--- config.mk ---
export PLATFORM = sky130hd
export DESIGN_NAME = pipe_adder
export DESIGN_NICKNAME = d
export VERILOG_FILES = /design/src/rtl/pipe_adder.sv
export SDC_FILE = /design/constraint.sdc
export NUM_CORES = 1
export LEC_CHECK = 0
export ABC_CLOCK_PERIOD_IN_PS = 2700
export BUFFER_PORTS_ARGS = -buffer_cell sky130_fd_sc_hd__buf_2
export CAP_MARGIN = 0
export CELL_PAD_IN_SITES_DETAIL_PLACEMENT = 1
export CELL_PAD_IN_SITES_GLOBAL_PLACEMENT = 2
export CORE_MARGIN = 1
export CORE_UTILIZATION = 31
export CTS_CLUSTER_DIAMETER = 50
export DETAILED_ROUTE_END_ITERATION = 8
export HOLD_SLACK_MARGIN = 0.12
export PLACE_DENSITY = 0.83
export SETUP_SLACK_MARGIN = 0.1
export SLEW_MARGIN = 20
export SYNTH_ARGS = -nofsm -noshare
export SYNTH_HDL_FRONTEND = slang
export SYNTH_SLANG_ARGS = --single-unit
--- constraint.sdc ---
create_clock -name clk -period 2.7 [get_ports clk]
set_input_delay 0.135 -clock clk [delete_from_list [all_inputs] [get_ports clk]]
set_output_delay 0.135 -clock clk [all_outputs]
set_load 0.01 [all_outputs]
--- src/rtl/pipe_adder.sv ---
// Pipelined adder/subtractor with NZCV flags; carry chain split into SEG-bit segments, one register per segment.
// Latency: WIDTH/SEG cycles from accepting edge to visible result; one result per clock when unstalled.
// Backpressure: whole pipeline freezes while out_valid && !out_ready; in_ready = !out_valid || out_ready.
module pipe_adder #(
  parameter int WIDTH = 12,
  parameter int SEG   = 4
) (
  input  logic             clk,
  input  logic             rst_n,
  input  logic             in_valid,
  output logic             in_ready,
  input  logic [WIDTH-1:0] a,
  input  logic [WIDTH-1:0] b,
  input  logic             ci,
  input  logic             sub,
  output logic             out_valid,
  input  logic             out_ready,
  output logic [WIDTH-1:0] y,
  output logic             c,
  output logic             v,
  output logic             n,
  output logic             z
);

  localparam int STAGES = WIDTH / SEG;

  // Per-stage registers: index i is pipeline stage i+1.
  logic             vld_q [STAGES];
  logic             cry_q [STAGES];
  logic [WIDTH-1:0] res_q [STAGES];
  logic [WIDTH-1:0] opa_q [STAGES];
  logic [WIDTH-1:0] opb_q [STAGES];
  logic             v_q, n_q, z_q;

  // Values feeding each stage (from the inputs for stage 1, else from the previous stage).
  logic             src_vld [STAGES];
  logic             src_cry [STAGES];
  logic [WIDTH-1:0] src_res [STAGES];
  logic [WIDTH-1:0] src_a   [STAGES];
  logic [WIDTH-1:0] src_b   [STAGES];
  logic [SEG:0]     sum_t   [STAGES];
  logic [WIDTH-1:0] res_d   [STAGES];

  logic [WIDTH-1:0] bx;
  logic [WIDTH-1:0] yfin;
  logic             adv;
  logic             cmsb;
  logic             v_d, n_d, z_d;

  // Effective B operand and the global advance shared by every stage.
  always_comb begin
    bx  = sub ? ~b : b;
    adv = !vld_q[STAGES-1] || out_ready;
  end

  assign in_ready = adv;

  // Each stage resolves one segment: stage i adds operand segment i plus the incoming carry.
  always_comb begin
    for (int i = 0; i < STAGES; i++) begin
      if (i == 0) begin
        src_vld[i] = in_valid;
        src_cry[i] = ci;
        src_res[i] = '0;
        src_a[i]   = a;
        src_b[i]   = bx;
      end else begin
        src_vld[i] = vld_q[(i == 0) ? 0 : i-1];
        src_cry[i] = cry_q[(i == 0) ? 0 : i-1];
        src_res[i] = res_q[(i == 0) ? 0 : i-1];
        src_a[i]   = opa_q[(i == 0) ? 0 : i-1];
        src_b[i]   = opb_q[(i == 0) ? 0 : i-1];
      end
      sum_t[i] = {1'b0, src_a[i][i*SEG +: SEG]}
               + {1'b0, src_b[i][i*SEG +: SEG]}
               + {{SEG{1'b0}}, src_cry[i]};
      res_d[i] = src_res[i];
      res_d[i][i*SEG +: SEG] = sum_t[i][SEG-1:0];
    end
  end

  // Flags are derived from the final stage's inputs so they register alongside Y.
  always_comb begin
    yfin = res_d[STAGES-1];
    // Carry into the MSB recovered from the MSB sum bit and the two operand MSBs.
    cmsb = yfin[WIDTH-1] ^ src_a[STAGES-1][WIDTH-1] ^ src_b[STAGES-1][WIDTH-1];
    v_d  = cmsb ^ sum_t[STAGES-1][SEG];
    n_d  = yfin[WIDTH-1];
    z_d  = (yfin == '0);
  end

  // All stages shift together on adv (bubbles included) and hold otherwise.
  always_ff @(posedge clk or negedge rst_n) begin
    if (!rst_n) begin
      for (int i = 0; i < STAGES; i++) begin
        vld_q[i] <= 1'b0;
        cry_q[i] <= 1'b0;
        res_q[i] <= '0;
        opa_q[i] <= '0;
        opb_q[i] <= '0;
      end
      v_q <= 1'b0;
      n_q <= 1'b0;
      z_q <= 1'b0;
    end else if (adv) begin
      for (int i = 0; i < STAGES; i++) begin
        vld_q[i] <= src_vld[i];
        cry_q[i] <= sum_t[i][SEG];
        res_q[i] <= res_d[i];
        opa_q[i] <= src_a[i];
        opb_q[i] <= src_b[i];
      end
      v_q <= v_d;
      n_q <= n_d;
      z_q <= z_d;
    end
  end

  assign out_valid = vld_q[STAGES-1];
  assign y         = res_q[STAGES-1];
  assign c         = cry_q[STAGES-1];
  assign v         = v_q;
  assign n         = n_q;
  assign z         = z_q;

endmodule

## Word-level counts from Yosys, hierarchy flattened

Index checks and enable logic that the tools add are counted.

| storage, ports and cells | value |
|---|---|
| bits of input ports | 30 |
| bits in latches | 0 |
| memories | 0 |
| ROM bits | 0 |
| bits in writable memories | 0 |
| output and inout bits | 18 |
| flip-flop bits (word level) | 81 |
| logic and storage cells | 30 |

| cells by class | value |
|---|---|
| reductions and logical operators | 3 |
| $lt $le $gt $ge | 0 |
| multiplexer cells | 1 |
| equality and inequality tests | 0 |
| multiply operators | 0 |
| $add $sub $neg | 6 |
| shift-type cells | 0 |
| div/mod/pow operators | 0 |
| bitwise operators | 4 |

Operator list:

| operator | number |
|---|---|
| 4-bit by 4-bit adder with 5-bit output | 3 |
| 5-bit by 1-bit adder with 5-bit output | 3 |
| 12-bit logical NOT | 1 |
| 12-bit two-way mux | 1 |
| 12-bit inverter | 1 |
| 1-bit bitwise XOR | 3 |
| 1-bit logical NOT | 1 |
| 1-bit logical OR | 1 |

## Logic depth before layout (Yosys ltp)

Gate-level depths: netlist of the first run.

| logic depth | value |
|---|---|
| word-level depth | 5 |
| gate-level depth with buffers | 8 |

## Least setup slack after synthesis of the first run

Ideal clock, no wire load.

| path | value |
|---|---|
| kind | reg-to-reg |
| from | register cry_q[1] (netlist bit) |
| to | register v_q, in the netlist v |
| setup time | 0.076 ns |
| path slack | 0.779 ns |
| path buffers | 0 |
| stages on the path, launching flop included | 9 |
| arrival | 1.845 ns |
| cell sequence | dfrtp_1 fa_1 inv_1 fa_1 nor2b_1 o21a_1 nor2_2 xnor3_1 o21ai_1 |

| between the ends | value |
|---|---|
| longest elaborated chain between the ends | 4 |

Ends and longest elaborated chain:

| item | line | source |
|---|---|---|
| start: declaration | 29 | `logic cry_q [STAGES];` |
| start signal: indexed assignment | 108 | `cry_q[i] <= sum_t[i][SEG];` |
| 5-bit by 1-bit adder with 5-bit output * | 76 | `+ {{SEG{1'b0}}, src_cry[i]};` |
| 1-bit bitwise XOR (2 in series) | 86 | `cmsb = yfin[WIDTH-1] ^ src_a[STAGES-1][WIDTH-1] ^ src_b[STAGES-1][WIDTH-1];` |
| 1-bit bitwise XOR * | 87 | `v_d = cmsb ^ sum_t[STAGES-1][SEG];` |
| end signal: assignment | 113 | `v_q <= v_d;` |
| end: declaration | 33 | `logic v_q, n_q, z_q;` |

Mark *: on every way between the ends. The rest lies on a longest branch, timed or not.
A chain may end at the register's enable or synchronous reset.

## Worst setup path after layout of the first run

| path | value |
|---|---|
| from | register cry_q[1] (netlist bit) |
| to | register z_q, in the netlist z |

| between the ends | value |
|---|---|
| longest elaborated chain between the ends | 2 |

Ends and longest elaborated chain:

| item | line | source |
|---|---|---|
| 5-bit by 1-bit adder with 5-bit output | 76 |  |
| 12-bit logical NOT | 89 | `z_d = (yfin == '0);` |
| end signal: assignment | 115 | `z_q <= z_d;` |
| end: declaration | 33 |  |

No other way between the ends.

==> flow_summary.yaml, run 1 <==
finish:
  design_area_um2: 3250
  syn_to_final_growth_pct: 24.2
  diodes: 0
  drive_above_1_share_pct: 19.1
  nets: 384
placed_design:
  place_congestion: 0.743
  placed_cell_area_um2: 2970
  dp_hpwl_um: 3990
  port_buffers: 47
worst_setup_path:
  critPathMaxFanout: 2
  start_kind: "flop"
  required_ns: 2.93
  end_kind: "flop"
  crit_type: "reg -> reg"
  crit_arrival_ns: 2.34
sta:
  rsz0062_at_grt: "false"
  period_share_pct: 78.2
  slew-limit-headroom_pct: 37.6
  worstMarginPinSlew_ns: 0.937
  setup_viol: 0
  timing_hold_violations_final: 0
  max_freq_mhz: 474
  finalSetupTns_ns: 0
  drv_slew: 0
  finClkSkew_ns: 0.0125
  whs_ns: 0.130
  fin_crit_ns: 2.11
drt:
  drtIter0Drc: 79
  ant_nets: 0
  routed-via-count: 1958
  drc_errors: 0
  avgRoutedWirePerCell_um: 12.4
  dr.pass1.iters: 4
  vias_per_cell: 4.40
  finalWirelength_um: 5520
run_status:
  status: "finished, final reports clean"
logic_synthesis:
  postSynthCellCount: 277
  synth.top_cells.by_area: "dfrtp_1 (54%), nand2_1 (16%), fa_1 (4.6%), ha_1 (4.3%), o21ai_0 (3.6%)"
  synth.yosys.seq_area_share_pct: 53.5
  synth_seq_cells: 56
  synth_nets: 322
  yosysWarnings: 0
  ys_types: 27
  synth_edf_count: 0
  synthArstFlopShare_pct: 100
  avgSynthCellArea_um2: 9.45
  yosysTopAreaCellShare_pct: 53.5
  synth_top_cell_by_area: "dfrtp_1"
  syn_area_um2: 2620
  synth_ff_type: "dfrtp_1"
floorplan:
  row_count: 33
  die_width_um: 93.9
  fp.coreArea_um2: 8180
  die_area_um2: 8820
  io_pins: 48
  start_util_pct: 32.0
  die_y_um: 93.9
pwr:
  p_leak_nw: 1.66
  ir_drop_uv: 326
  p_sw_mw: 1.17
  powerDensity_nw_per_um2: 981
  power.internal_mw: 2.02
  clockPowerShare_pct: 17.6
  combPwrFrac_pct: 39.3
  pwr-share-seq_pct: 43.1
  sw_frac_of_total_pct: 36.6
hold_path:
  hold_class: "in -> reg"
clock_tree:
  cts_setup_buffers: 0
  cts_tree: "yes"
  clkLatencyLatePin_ns: 0.31
  root_buffer: "clkbuf_8"
  clockBufferDepth: 2
  clkTransAtPathRegs_ns: 0.10
  cts_sinks: 56
  numCtsBuffers: 5
  htree_levels: 2
  post_cts_resized: 0
  hold_buffers: 16
grt:
  first_global_vias: 1945
  overflow: 0
  antenna_found_initial: 0
  grt_max_degree: 59
  gr-usage-all-layers_pct: 13.7
  grt_pass1_wl_um: 9410
flow_run:
  drv_cap: 0
## per-stage QoR
| stage | worst slack [ns] | util, % | instances | power [mW] |
|---|---|---|---|---|
| global placement | 0.706 | 36.3 | 420 | 2.60 |
| finish | 0.589 | 39.8 | 445 | 3.19 |
| floorplan | 0.779 | - | 277 | 2.24 |
| global route | 0.450 | 39.8 | 445 | 3.47 |
| detailed placement | 0.603 | 36.3 | 420 | 2.66 |
| CTS | 0.566 | 39.7 | 444 | 3.26 |
## logic make-up (layout without fill, tap and decap cells)
kind of cell,Yosys count,in the layout,share of synthesized area (%)
AOI/OAI and AO/OA,35,35,7.31
adders and majority gates,15,15,8.89
buffers and inverters,25,88,3.97
xor gates and xnor gates,19,19,7.17
and+or+nand+nor,127,127,19.2
DFF,56,56,53.5
## power groups by stage
stage                     logic [mW]  clock network [mW]  registers [mW]
after global routing            1.43               0.608            1.43
final                           1.25               0.563            1.37
after floorplan                0.843                   0            1.40
after CTS                       1.29               0.585            1.38
after detailed placement        1.26                   0            1.40
after global placement          1.21                   0            1.39
## area by class of cell
type | count | area, µm²
Tap cell | 105 | 131
Clock buffer | 5 | 68.8
Fill cell | 979 | 4920
Multi-Input combinational cell | 196 | 1120
Inverter | 11 | 41.3
Sequential cell | 56 | 1400
Timing Repair Buffer | 69 | 443
Clock inverter | 3 | 46.3
## critical path, stage by stage (launching register included)
cell and delay, ns:
dfrtp_1 0.40, fa_1 0.22, inv_1 0.06, fa_1 0.49, or4b_1 0.44, nor3_1 0.15, nand4_1 0.11, o21ai_0 0.15
## synthesized netlist by cell type, drive strengths merged, types with 4 or more instances
master / instances
a21o: 4
nor2: 8
fa: 6
xnor2: 11
o21ai: 20
ha: 9
inv: 11
nand2: 111
a21oi: 10
dfrtp: 56
xor2: 7
buf: 6
clkbuf: 8
## flip-flops by register name (all words and copies together) (netlist names)
register   cells
opa_q         12
opb_q         12
res_d         12
y             12
cry_q          2
src_vld        2
c              1
out_valid      1
v              1
z              1
## placed cells by master, fill, tap and decap left out, types with 6 or more instances in the layout
| cell | n |
|---|---|
| nand2_1 | 111 |
| dfrtp_1 | 56 |
| buf_2 | 47 |
| o21ai_0 | 19 |
| dlygate4sd3_1 | 17 |
| inv_1 | 10 |
| xnor2_1 | 10 |
| a21oi_1 | 9 |
| ha_1 | 9 |
| xor2_1 | 7 |
| nor2_1 | 7 |
| fa_1 | 6 |
## per-layer routing
layer  global-route usage (%)  vias to the layer above  part of all wire (%)
li1                         -                      992                     -
met1                     18.2                      933                    47
met2                     23.3                       27                    50
met3                     2.18                        6                   2.4
met4                     3.46                        0                  0.91
met5                        0                        -                     0
## path summary, 6_finish.rpt
path                           from         to  slack [ns]  cells past startpoint
min                            b[8]  opb_q[32]        0.13                      3
max                        cry_q[1]          z        0.59                      7
min in group asynchronous     rst_n      y[10]        0.50                      2
min reg2reg                    y[7]       y[7]        0.47                      2
max reg2reg                cry_q[1]          z        0.59                      7
max in group asynchronous     rst_n       y[4]        1.45                      3
No activity file was read; power rests on OpenSTA's default activity.
==> run 2, diff against run 1 <==
Settings changed: ABC_CLOCK_PERIOD_IN_PS 2700 to 1850, CORE_UTILIZATION 31 to 30, PLACE_DENSITY 0.83 to 0.84.
Clock period 2.7 ns to 1.85 ns, I/O delays scaled along.
==> run 2 against run 1 <==
  * Sequential share of layout area decreased by 1.4 points
  * Critical path depth is the same
  * Largest cell class unchanged
  * Sequential cell count unchanged
  * Cell count rose by 1.6%
  * The flow now finishes with violations (negative setup slack)
  * Largest power group is now combinational logic
  * Wire length is 6.5% higher
==> flow_summary.yaml, run 2 (synthesis results as in run 1) <==
run_status:
  status: "finished with violations"
  violations: "negative setup slack"
floorplan:
  die_width_um: 95.4
  io_pins: 48
  fp.coreArea_um2: 8340
  die_y_um: 95.4
  die_area_um2: 9110
  start_util_pct: 31.4
  row_count: 33
sta:
  slew-limit-headroom_pct: 70.5
  period_share_pct: 114
  fin_crit_ns: 2.10
  worstMarginPinSlew_ns: 0.439
  drv_slew: 0
  max_freq_mhz: 476
  setup_viol: 2
  timing_hold_violations_final: 0
  worst_slack_ns: -0.250
  whs_ns: 0.178
  finClkSkew_ns: 0.00451
  finalSetupTns_ns: -0.354
  rsz0062_at_grt: "true"
pwr:
  p_leak_nw: 1.72
  powerDensity_nw_per_um2: 1490
  ir_drop_uv: 415
  total_power_mw: 5.00
drt:
  finalWirelength_um: 5880
  drc_errors: 0
  vias_per_cell: 4.44
  drtIter0Drc: 73
  dr.pass1.iters: 4
  ant_nets: 0
  routed-via-count: 2009
  avgRoutedWirePerCell_um: 13.0
finish:
  syn_to_final_growth_pct: 28.5
  nets: 391
  diodes: 0
  drive_above_1_share_pct: 22.2
  layout_common_cells: "nand2_1 (110), dfrtp_1 (56), buf_2 (47)"
  design_area_um2: 3370
  utilization_pct: 40.4
  mostFrequentLayoutCell: "nand2_1"
  fin_cells: 452
worst_setup_path:
  end_kind: "flop"
  slowest_stage: "fa_1"
  crit_start: "opb_q[20]"
  required_ns: 2.09
  rr_startpoint: "opb_q[20]"
  critPathMaxFanout: 2
  crit_type: "reg -> reg"
  slowest_delay_ns: 0.49
  path_cells: "fa_2 -> inv_2 -> fa_1 -> or4b_4 -> nor3_2 -> nand4_1 -> o21ai_1"
  start_kind: "flop"
  crit_arrival_ns: 2.34
placed_design:
  placed_cell_area_um2: 3030
  dp.cells: 424
  place_congestion: 0.745
  port_buffers: 47
  dp_hpwl_um: 4190
  place_ws_ns: -0.272
clock_tree:
  cts_tree: "yes"
  clkLatencyLatePin_ns: 0.31
  root_buffer: "clkbuf_8"
  clockBufferDepth: 2
  htree_levels: 2
  cts_sinks: 56
  numCtsBuffers: 5
  clkTransAtPathRegs_ns: 0.10
hold_path:
  min_from: "a[1]"
  hold_class: "in -> reg"
grt:
  antenna_found_initial: 0
  overflow: 0
  grt_pass1_wl_um: 9680
  gr-usage-all-layers_pct: 14.1
  grt_max_degree: 57
  first_global_vias: 1998
flow_run:
  drv_cap: 0
==> run 2: final cells by class <==
type / count / area [µm²]
clock buffer: 7 / 96.3
clock inverter: 1 / 30.0
fill: 993 / 4970
inverter: 11 / 41.3
multi-input combinational: 196 / 1140
sequential: 56 / 1400
tap: 105 / 131
timing repair buffer: 76 / 527
==> run 2: path summary, 6_finish.rpt <==
path / end / slack [ns] / cells after the start
setup / recovery: z / -0.25 / 7
hold / removal: res_d[13] / 0.18 / 4
setup reg to reg: z / -0.25 / 7
hold reg to reg: src_vld[0] / 0.47 / 2
max in group asynchronous: opb_q[28] / 1.30 / 3
min in group asynchronous: opb_q[33] / 0.29 / 3
==> run 2: repair_timing <==
action                                 4_1_cts  5_1_grt
pin swaps                                    6        2
setup endpoints to repair                    2        4
hold buffers                                18        0
buffers inserted                             1        1
endpoints found under the hold margin       73        0
resized for setup                            3        2
==> run 2: worst max-delay path, delay by kind of cell, from the launching register on <==
kind                     cells  cell delay [ns]
buffers and inverters        1             0.04
AO/OA/AOI/OAI                1             0.15
AND/OR/NAND/NOR              3             0.72
flip-flops                   1             0.40
adder cells (fa/ha/maj)      2             0.72
==> run 2: report_power, final <==
part | internal, mW | switching (mW) | total (mW)
Sequential | 1.70 | 0.323 | 2.03
Clock | 0.478 | 0.393 | 0.871
Combinational | 1.04 | 1.07 | 2.11
==> run 2: per-layer routing <==
layer  up-vias  routed length (µm)  track usage [%]
met4         0                  72             4.48
met1       970                2760             18.6
met2        29                2900             23.4
met3         7                 151             2.63
li1       1003                   -                -
met5         -                   0                0
